--- src/rtl/dwt_fp_pkg.sv ---
// Shared FP32 definitions for the DWT multiplier/divider datapath:
// field widths, field-extract helpers and the divider state encoding.
package dwt_fp_pkg;

  localparam int unsigned EXP_W   = 8;
  localparam int unsigned MAN_W   = 23;
  localparam int unsigned FP_W    = 1 + EXP_W + MAN_W;
  localparam int unsigned SEXP_W  = 10;
  localparam int unsigned FP_BIAS = 127;
  localparam int unsigned EXP_MAX = 255;

  typedef enum logic [1:0] {
    IDLE = 2'd0,
    DIV  = 2'd1,
    NORM = 2'd2,
    DONE = 2'd3
  } div_state_e;

  typedef struct packed {
    logic             sign;
    logic [EXP_W-1:0] exp;
    logic [MAN_W-1:0] man;
  } fp32_t;

  typedef struct packed {
    logic exception;
    logic overflow;
    logic underflow;
    logic div_by_zero;
  } fp_flags_t;

  // Significand with hidden bit; exponent 0 flushes to zero
  function automatic logic [MAN_W:0] fp_sig(input fp32_t x);
    return {|x.exp, x.man};
  endfunction

  function automatic logic fp_exp_special(input fp32_t x);
    return &x.exp;
  endfunction

  function automatic logic fp_exp_zero(input fp32_t x);
    return ~|x.exp;
  endfunction

endpackage

--- src/rtl/fp32_round_pack.sv ---
// Combinational round-to-nearest-even and FP32 result/flag selection
// for a normalised quotient (or product) with special-case overrides.
module fp32_round_pack
  import dwt_fp_pkg::*;
(
  input  logic                     i_sign,
  input  logic signed [SEXP_W-1:0] i_exp,
  input  logic [MAN_W-1:0]         i_man,
  input  logic                     i_guard,
  input  logic                     i_sticky,
  input  logic                     i_exc,
  input  logic                     i_b_zero,
  input  logic                     i_a_zero,
  output logic [FP_W-1:0]          o_result_c,
  output fp_flags_t                o_flags_c
);

  localparam logic signed [SEXP_W-1:0] EXP_MAX_S = SEXP_W'(EXP_MAX);
  localparam logic signed [SEXP_W-1:0] ZERO_S    = '0;

  logic                     w_inc;
  logic [MAN_W:0]           w_man_sum;
  logic [MAN_W-1:0]         w_man_rnd;
  logic signed [SEXP_W-1:0] w_exp_rnd;

  assign w_inc     = i_guard & (i_sticky | i_man[0]);
  assign w_man_sum = {1'b0, i_man} + (MAN_W+1)'(w_inc);
  // Mantissa carry-out renormalises before the range checks
  assign w_man_rnd = w_man_sum[MAN_W] ? '0 : w_man_sum[MAN_W-1:0];
  assign w_exp_rnd = i_exp + SEXP_W'(w_man_sum[MAN_W]);

  always_comb begin
    o_result_c = {i_sign, w_exp_rnd[EXP_W-1:0], w_man_rnd};
    o_flags_c  = '0;
    if (i_exc) begin
      o_result_c          = '0;
      o_flags_c.exception = 1'b1;
    end else if (i_b_zero) begin
      o_result_c            = {i_sign, {EXP_W{1'b1}}, {MAN_W{1'b0}}};
      o_flags_c.div_by_zero = 1'b1;
    end else if (i_a_zero) begin
      o_result_c = {i_sign, {(FP_W-1){1'b0}}};
    end else if (w_exp_rnd >= EXP_MAX_S) begin
      o_result_c         = {i_sign, {EXP_W{1'b1}}, {MAN_W{1'b0}}};
      o_flags_c.overflow = 1'b1;
    end else if (w_exp_rnd <= ZERO_S) begin
      o_result_c          = {i_sign, {(FP_W-1){1'b0}}};
      o_flags_c.underflow = 1'b1;
    end
  end

endmodule

--- src/rtl/dwt_divider.sv ---
// Iterative FP32 divider: radix-2 restoring mantissa division, one quotient
// bit per cycle, valid/ready on both sides, fixed latency for all inputs.
module dwt_divider
  import dwt_fp_pkg::*;
#(
  parameter int unsigned QBITS = 26,
  parameter int unsigned TAG_W = 4
) (
  input  logic             clk,
  input  logic             rst,
  input  logic             in_valid,
  output logic             in_ready,
  input  logic [31:0]      a_operand,
  input  logic [31:0]      b_operand,
  input  logic [TAG_W-1:0] in_tag,
  output logic             out_valid,
  input  logic             out_ready,
  output logic [31:0]      result,
  output logic [TAG_W-1:0] out_tag,
  output logic             Exception,
  output logic             Overflow,
  output logic             Underflow,
  output logic             DivByZero
);

  localparam int unsigned SIG_W = MAN_W + 1;
  localparam int unsigned REM_W = SIG_W + 1;
  localparam int unsigned CNT_W = $clog2(QBITS + 1);

  div_state_e r_state;
  div_state_e w_state_next;
  logic       w_accept;

  logic                r_in_ready;
  logic                r_out_valid;
  logic [FP_W-1:0]     r_result;
  logic [TAG_W-1:0]    r_out_tag;
  fp_flags_t           r_flags;

  logic                r_sign;
  logic [EXP_W-1:0]    r_ea;
  logic [EXP_W-1:0]    r_eb;
  logic [SIG_W-1:0]    r_mb;
  logic [REM_W-1:0]    r_rem;
  logic [QBITS-1:0]    r_q;
  logic [CNT_W-1:0]    r_cnt;
  logic [TAG_W-1:0]    r_tag;
  logic                r_exc;
  logic                r_a_zero;
  logic                r_b_zero;

  fp32_t               w_a;
  fp32_t               w_b;
  logic                w_rem_ge;
  logic [REM_W-1:0]    w_rem_sub;
  logic [QBITS-2:0]    w_q_norm;
  logic signed [SEXP_W-1:0] w_exp_norm;
  logic [MAN_W-1:0]    w_man;
  logic                w_guard;
  logic                w_sticky;
  logic [FP_W-1:0]     w_result_c;
  fp_flags_t           w_flags_c;

  assign w_a = a_operand;
  assign w_b = b_operand;

  // State register
  always_ff @(posedge clk) begin
    if (rst) begin
      r_state <= IDLE;
    end else begin
      r_state <= w_state_next;
    end
  end

  // Next-state logic
  always_comb begin
    w_state_next = r_state;
    w_accept     = 1'b0;
    case (r_state)
      IDLE: begin
        if (in_valid && r_in_ready) begin
          w_accept     = 1'b1;
          w_state_next = DIV;
        end
      end
      DIV:     if (r_cnt == CNT_W'(QBITS - 1)) w_state_next = NORM;
      NORM:    w_state_next = DONE;
      DONE:    if (out_ready) w_state_next = IDLE;
      default: w_state_next = IDLE;
    endcase
  end

  // One restoring step: subtract divisor when the partial remainder allows
  assign w_rem_ge  = r_rem >= {1'b0, r_mb};
  assign w_rem_sub = w_rem_ge ? (r_rem - {1'b0, r_mb}) : r_rem;

  // Normalise: quotient lies in [0.5, 2) so at most one left shift is needed
  assign w_q_norm   = r_q[QBITS-1] ? r_q[QBITS-2:0] : {r_q[QBITS-3:0], 1'b0};
  assign w_exp_norm = SEXP_W'(r_ea) - SEXP_W'(r_eb)
                    + SEXP_W'(r_q[QBITS-1] ? FP_BIAS : FP_BIAS - 1);
  assign w_man      = w_q_norm[QBITS-2 -: MAN_W];
  assign w_guard    = w_q_norm[QBITS-2-MAN_W];
  assign w_sticky   = (|w_q_norm[QBITS-3-MAN_W:0]) | (|r_rem);

  fp32_round_pack u_round_pack (
    .i_sign     (r_sign),
    .i_exp      (w_exp_norm),
    .i_man      (w_man),
    .i_guard    (w_guard),
    .i_sticky   (w_sticky),
    .i_exc      (r_exc),
    .i_b_zero   (r_b_zero),
    .i_a_zero   (r_a_zero),
    .o_result_c (w_result_c),
    .o_flags_c  (w_flags_c)
  );

  // Datapath and output registers
  always_ff @(posedge clk) begin
    if (rst) begin
      r_in_ready  <= 1'b1;
      r_out_valid <= 1'b0;
      r_result    <= '0;
      r_out_tag   <= '0;
      r_flags     <= '0;
      r_sign      <= 1'b0;
      r_ea        <= '0;
      r_eb        <= '0;
      r_mb        <= '0;
      r_rem       <= '0;
      r_q         <= '0;
      r_cnt       <= '0;
      r_tag       <= '0;
      r_exc       <= 1'b0;
      r_a_zero    <= 1'b0;
      r_b_zero    <= 1'b0;
    end else begin
      r_in_ready <= (w_state_next == IDLE);
      case (r_state)
        IDLE: begin
          if (w_accept) begin
            r_sign   <= w_a.sign ^ w_b.sign;
            r_ea     <= w_a.exp;
            r_eb     <= w_b.exp;
            r_rem    <= REM_W'(fp_sig(w_a));
            r_mb     <= fp_sig(w_b);
            r_q      <= '0;
            r_cnt    <= '0;
            r_tag    <= in_tag;
            r_exc    <= fp_exp_special(w_a) | fp_exp_special(w_b);
            r_a_zero <= fp_exp_zero(w_a);
            r_b_zero <= fp_exp_zero(w_b);
          end
        end
        DIV: begin
          r_q   <= {r_q[QBITS-2:0], w_rem_ge};
          r_rem <= w_rem_sub << 1;
          r_cnt <= r_cnt + CNT_W'(1);
        end
        NORM: begin
          r_out_valid <= 1'b1;
          r_result    <= w_result_c;
          r_flags     <= w_flags_c;
          r_out_tag   <= r_tag;
        end
        DONE: begin
          if (out_ready) r_out_valid <= 1'b0;
        end
        default: ;
      endcase
    end
  end

  assign in_ready  = r_in_ready;
  assign out_valid = r_out_valid;
  assign result    = r_result;
  assign out_tag   = r_out_tag;
  assign Exception = r_flags.exception;
  assign Overflow  = r_flags.overflow;
  assign Underflow = r_flags.underflow;
  assign DivByZero = r_flags.div_by_zero;

endmodule
--- config.mk ---
export PLATFORM = sky130hd
export DESIGN_NAME = dwt_divider
export DESIGN_NICKNAME = d
export VERILOG_FILES = /design/src/rtl/dwt_fp_pkg.sv /design/src/rtl/fp32_round_pack.sv /design/src/rtl/dwt_divider.sv
export SDC_FILE = /design/constraint.sdc
export NUM_CORES = 1
export LEC_CHECK = 0
export CAP_MARGIN = 5
export CORE_MARGIN = 2
export CORE_UTILIZATION = 40
export DETAILED_ROUTE_END_ITERATION = 8
export PLACE_DENSITY = 0.59
export SLEW_MARGIN = 5
export SYNTH_ARGS = -nofsm -noshare
export SYNTH_HDL_FRONTEND = slang
export SYNTH_SLANG_ARGS = --single-unit
--- constraint.sdc ---
create_clock -name clk -period 5.81 [get_ports clk]
set_input_delay 1.162 -clock clk [delete_from_list [all_inputs] [get_ports clk]]
set_output_delay 1.162 -clock clk [all_outputs]
set_load 0.03 [all_outputs]
Yosys cells after proc, flatten, opt, wreduce, memory -nomap -nowiden
Index checks and enable logic that the tools add are counted.
{"block": "op_classes", "addsub": 6, "n_lt_le_gt_ge": 3, "eq_ne": 6, "muxes": 31, "n_bitwise": 5, "reduce_logical": 15}
{"cell": "$mux 31", "n": 4}
{"cell": "$pmux 26 s2", "n": 1}
{"cell": "$mux 25", "n": 2}
{"cell": "$pmux 25 s2", "n": 1}
{"cell": "$mux 32", "n": 1}
{"cell": "$mux 26", "n": 1}
{"cell": "$ge 25x24->1", "n": 1}
{"cell": "$reduce_or 25->1", "n": 1}
{"cell": "$add 23x1->24", "n": 1}
{"cell": "$mux 24", "n": 1}
{"cell": "$sub 24x24->24", "n": 1}
{"cell": "$mux 23", "n": 1}
{"cell": "$reduce_and 8->1", "n": 2}
{"cell": "$reduce_or 8->1", "n": 2}
{"cell": "$add 10x1->10", "n": 1}
{"cell": "$add 9x8->10", "n": 1}
{"cell": "$ge 10x9->1 const B", "n": 1}
{"cell": "$le 10x1->1 const B", "n": 1}
{"cell": "$mux 2", "n": 5}
{"cell": "$pmux 5 s2", "n": 1}
{"cell": "$mux 1", "n": 9}
{"cell": "$sub 8x8->9", "n": 1}
{"cell": "$pmux 2 s4", "n": 1}
{"cell": "$reduce_and 2->1", "n": 3}
{"cell": "other kinds (15)", "n": 22}
{"block": "word_totals", "ff_bits": 148, "in_bits": 72, "out_inout_bits": 42, "wordCells": 86}

Logic depth before layout (Yosys ltp)
{"block": "logic_depth", "word_depth": 12, "depth_mapped": 20, "depth_no_buf": 16}

By module
A second synthesis with hierarchy kept.
{"block": "unflattened", "hier_cells": 1139, "area_unflattened_um2": 9036.2}
{"module": "dwt_divider", "instances": 1, "cells_each": 973, "area_each_um2": 7746.2, "seq_area_each_um2": 2962.8}
{"module": "fp32_round_pack", "instances": 1, "cells_each": 166, "area_each_um2": 1290.0, "seq_area_each_um2": 0.0}

Least setup slack after synthesis
OpenSTA, ideal clock, no wires.
{"block": "synth_path", "kind": "reg-to-reg", "startpoint": "reg r_q[25]", "endpoint": "reg r_result[13], in the netlist result[13]", "setup_ps": 117, "t_arrival_ps": 3929, "t_required_ps": 5693, "path_slack_ps": 1764, "path_stages_with_launch": 19, "path_buffers": 4, "synth_period_minus_slack_ps": 4046, "path_cell_list": "dfxtp_1 > buf_4 > mux2_2 > and3_1 > buf_4 > and4_1 > and4_1 > buf_4 > and3_1 > fa_1 > nor2b_1 > nand3b_1 > mux2i_1 > nand4_1 > a2111o_1 > a221oi_4 > nor4_4 > buf_6 > a22o_1"}
{"block": "synth_between", "elab_chain_len": 12, "elab_cells_between_ends": 16, "classes_between": "3 x add/sub; 2 x order compare; 8 x mux; 3 x bitwise"}
{"element": "start, declared", "line_no": "dwt_divider.sv:45", "source": "logic [QBITS-1:0] r_q;"}
{"element": "start signal, assigned", "line_no": "dwt_divider.sv:157", "source": "r_q <= {r_q[QBITS-2:0], w_rem_ge};"}
{"element": "$mux 25", "line_no": "dwt_divider.sv:99", "source": "assign w_q_norm = r_q[QBITS-1] ? r_q[QBITS-2:0] : {r_q[QBITS-3:0], 1'b0};"}
{"element": "$or 1x1->1", "line_no": "dwt_divider.sv:104", "source": "assign w_sticky = (|w_q_norm[QBITS-3-MAN_W:0]) | (|r_rem);"}
{"element": "$or 1x1->1", "line_no": "fp32_round_pack.sv:26", "source": "assign w_inc = i_guard & (i_sticky | i_man[0]);"}
{"element": "$and 1x1->1", "line_no": "fp32_round_pack.sv:26"}
{"element": "$add 23x1->24", "line_no": "fp32_round_pack.sv:27", "source": "assign w_man_sum = {1'b0, i_man} + (MAN_W+1)'(w_inc);"}
{"element": "$add 10x1->10", "line_no": "fp32_round_pack.sv:30", "source": "assign w_exp_rnd = i_exp + SEXP_W'(w_man_sum[MAN_W]);"}
{"element": "$le 10x1->1", "line_no": "fp32_round_pack.sv:46", "source": "end else if (w_exp_rnd <= ZERO_S) begin"}
{"element": "$mux 31", "line_no": "fp32_round_pack.sv:46"}
{"element": "$mux 31 (*)", "line_no": "fp32_round_pack.sv:43", "source": "end else if (w_exp_rnd >= EXP_MAX_S) begin"}
{"element": "$mux 31 (*)", "line_no": "fp32_round_pack.sv:41", "source": "end else if (i_a_zero) begin"}
{"element": "$mux 31 (*)", "line_no": "fp32_round_pack.sv:38", "source": "end else if (i_b_zero) begin"}
{"element": "$mux 32 (*)", "line_no": "fp32_round_pack.sv:35", "source": "if (i_exc) begin"}
{"element": "end signal, assigned", "line_no": "dwt_divider.sv:163", "source": "r_result <= w_result_c;"}
{"element": "end, declared", "line_no": "dwt_divider.sv:36", "source": "logic [FP_W-1:0] r_result;"}
Every way passes the cells marked *; elsewhere a longest branch is shown, timed or not.
A chain may end at the register's enable or synchronous reset.

Final worst setup path
{"block": "layout_path", "startpoint": "reg r_q[25]", "endpoint": "reg r_result[22], in the netlist result[22]"}
Same word-level chain as after synthesis.

==> out/metrics.yaml <==
final_layout:
  drive_gt1_share_pct: 5.57
  fill_cells: 2204
  fin_nets: 1336
  finalCoreUtilization_pct: 49.3
  diodes: 0
  syn_to_final_growth_pct: 20.8
  fin_cells: 1518
yosys:
  synthFlopType: "dfxtp_1"
  yosysWarnings: 0
  synth.avg_cell_area_um2: 7.70
  synth_common_cells: "227 x nand2_1, 148 x dfxtp_1, 143 x a21oi_1, 64 x nand3_1, 56 x clkbuf_1"
  ys_types: 78
  post-synth-top-count-cell: "nand2_1"
  synth_top_area_share_pct: 33.2
  synthCells: 1159
  synthesis.area_um2: 8930
  synth_edf_count: 0
  yosysTopAreaCell: "dfxtp_1"
  ys_ff_latch: 148
  synth_nets: 1270
  postSynth.asyncResetShare_pct: 0
  synth-seq-area-share_pct: 33.2
  synth_area_leaders: "dfxtp_1 33%, nand2_1 9.5%, a21oi_1 8.0%"
sta:
  rsz0062_at_grt: "no"
  final_hold_viol_count: 0
  setup_viol: 0
  period_share_pct: 91.3
  fin_skew_ns: 0.0126
  setup_slack_ns: 0.508
  max_clock_freq_mhz: 189
  final.min_clock_period_ns: 5.30
  hold_ws_ns: 0.452
  slew_viol_final: 0
  tightest_slew_ns: 1.02
  slew_headroom_pct: 31.3
  setup_tns_ns: 0
grt:
  grt_pass1_wl_um: 38800
  grt_max_degree: 78
  grt.overflow.total: 0
  grt_usage_pct: 19.9
  antenna_found_initial: 0
  grt_pass1_vias: 7819
setup_path:
  critPathMaxFanout: 45
  r2r_end: "result[22]$_SDFFE_PP0P_"
  critPathMaxStageDelay_ns: 0.78
  cpLargestDelayFamily: "simple AND/OR/NAND/NOR gates"
  worstPathCellList: "buf_4 -> nand2b_1 -> a21oi_1 -> and3_1 -> and4_1 -> and4_1 -> and3_1 -> fa_1 -> inv_1 -> ha_1 -> nand3b_1 -> mux2i_1 -> nand4_1 -> a41oi_2 -> a221oi_4 -> nor4_4 -> a22o_1"
  path_class: "flop to flop"
  cp_num_buf_inv: 2
  crit_required_ns: 6.18
  rrSetupSlack_ns: 0.51
  end_kind: "flop"
  cp-start-kind: "flop"
  ff2ff_path_depth: 17
  r2r-start: "r_q[25]$_SDFFE_PP0P_"
  crit_slowest_cell: "nor4_4"
  worstPathArrival_ns: 5.67
die:
  die_x_um: 153
  die-area_um2: 23500
  top_level_ports: 114
  core_area_um2: 21900
  die_h_um: 153
  rows: 54
  start_util_pct: 40.8
clock_tree:
  clk_path_buf_depth: 2
  cts.htree.levels: 4
  cts-root-buf: "clkbuf_16"
  cts_buffers: 17
  ctsHoldBuffers: 0
  numClockSinks: 148
  clk_pin_slew_ns: 0.06
  cts_tree: "built"
  clk_latency_ns: 0.43
  ctsResizeCount: 0
  cts_setup_buffers: 0
placement:
  place.gp.congestion: 0.865
  numPortBuffers: 113
  dp.final_hpwl_um: 16500
  numPlacedInstances: 1486
  preCtsSetupSlack_ns: 0.540
detailed_routing:
  drtIter0Drc: 405
  wl_um: 23600
  avgViaCountPerCell: 5.48
  ant_nets: 0
  routedWlPerCell_um: 15.5
  vias: 8322
  dr.pass1.iters: 4
  drc: 0
power_and_ir_drop:
  combPwrFrac_pct: 35.0
  clockPowerShare_pct: 32.7
  p_switching_mw: 1.23
  power.density_nw_per_um2: 325
  swShare_pct: 35.1
  p_int_mw: 2.27
  vdd_ir_drop_max_mv: 0.164
  leakage_nw: 4.00
  power_frac_seq_pct: 32.3
worst_hold_path:
  hp-class: "flop to flop"
  hold_depth: 2
  hold_start: "r_ea[0]$_SDFFE_PP0P_"
  hold-path-endpoint: "r_ea[0]$_SDFFE_PP0P_"
outcome:
  status: "finished clean"
job:
  drv_cap: 0
==> power groups by stage <==
| stage | Combinational (mW) | Sequential (mW) | Clock [mW] |
|---|---|---|---|
| global route | 1.36 | 1.14 | 1.21 |
| finish | 1.23 | 1.13 | 1.15 |
| global placement | 1.21 | 1.15 | 0 |
| CTS | 1.23 | 1.13 | 1.17 |
| floorplan | 0.934 | 1.13 | 0 |
| detailed placement | 1.21 | 1.15 | 0 |
==> layer usage <==
layer  part of all wire [%]  vias to the layer above  wire length (um)  GRT usage, %
met5                      0                        -                 0             0
met4                    1.6                        0               382          6.03
met3                    3.6                       30               846          3.43
met2                     47                      164             11000          32.9
met1                     48                     3873             11300          26.6
li1                       -                     4255                 -             -
==> worst reg2reg max path, cell delays in order (launching register included) <==
cell,delay (ns)
dfxtp_2,0.61
buf_4,0.46
nand2b_1,0.21
a21oi_1,0.10
and3_1,0.21
and4_1,0.23
and4_1,0.29
and3_1,0.25
fa_1,0.41
inv_1,0.07
ha_1,0.28
nand3b_1,0.14
mux2i_1,0.28
nand4_1,0.25
a41oi_2,0.32
a221oi_4,0.12
nor4_4,0.78
a22o_1,0.25
==> state kept, by name (all words and copies together), names as in the netlist, 2 cells and up <==
signal,cells
result,32
r_q,26
r_rem,25
r_mb,24
r_ea,8
r_eb,8
r_cnt,5
out_tag,4
r_tag,4
r_state,2
==> cell families (layout without fill, tap and decap cells) <==
group	count (synthesis)	in the layout	share of synthesized area (%)
and+or+nand+nor	462	462	24.4
AOI/OAI and AO/OA	299	299	22.0
DFF	148	148	33.2
buffers and inverters	130	209	5.92
xor gates and xnor gates	41	41	4.19
adders and majority gates	40	40	5.83
muxes	39	39	4.46
==> worst max-delay path by stage <==
| stage | from | end | slack, ns | cells after the start |
|---|---|---|---|---|
| detailed placement | r_q[25]$_SDFFE_PP0P_ | result[20]$_SDFFE_PP0P_ | 0.54 | 17 |
| floorplan | r_q[25]$_SDFFE_PP0P_ | result[13]$_SDFFE_PP0P_ | 1.76 | 18 |
| global route | r_q[25]$_SDFFE_PP0P_ | result[14]$_SDFFE_PP0P_ | 0.01 | 17 |
| finish | r_q[25]$_SDFFE_PP0P_ | result[22]$_SDFFE_PP0P_ | 0.51 | 17 |
| global placement | r_q[25]$_SDFFE_PP0P_ | result[22]$_SDFFE_PP0P_ | 0.63 | 17 |
| CTS | r_q[25]$_SDFFE_PP0P_ | result[22]$_SDFFE_PP0P_ | 0.52 | 17 |
==> placed cells by master, fill, tap and decap left out, types with 15 or more instances in the layout <==
master / count
xnor2_1: 24
nand2_1: 227
clkbuf_16: 17
clkdlybuf4s50_1: 112
nor3_1: 17
inv_1: 52
nand4_1: 15
dfxtp_1: 147
mux2i_1: 33
ha_1: 36
a21oi_1: 142
nand3_1: 63
nor2_1: 43
o21ai_0: 25
a22o_1: 22
xor2_1: 15
==> stage by stage <==
| step | area (um2) | power (mW) |
|---|---|---|
| 6_report | 10800 | 3.50 |
| 5_1_grt | 10800 | 3.72 |
| 4_1_cts | 10800 | 3.52 |
| 3_5_place_dp | 10200 | 2.36 |
| 3_3_place_gp | 10200 | 2.36 |
| 2_1_floorplan | 8930 | 2.07 |
==> layout make-up <==
type                            instances  area (um2)  area share, %
Timing Repair Buffer                  124        1210           11.2
Inverter                               53         199           1.84
Tap cell                              280         350           3.25
Multi-Input combinational cell        881        5460           50.6
Sequential cell                       148        2960           27.5
Clock buffer                           21         450           4.18
Clock inverter                         11         149           1.38
Power figures use the tool's default switching activity.
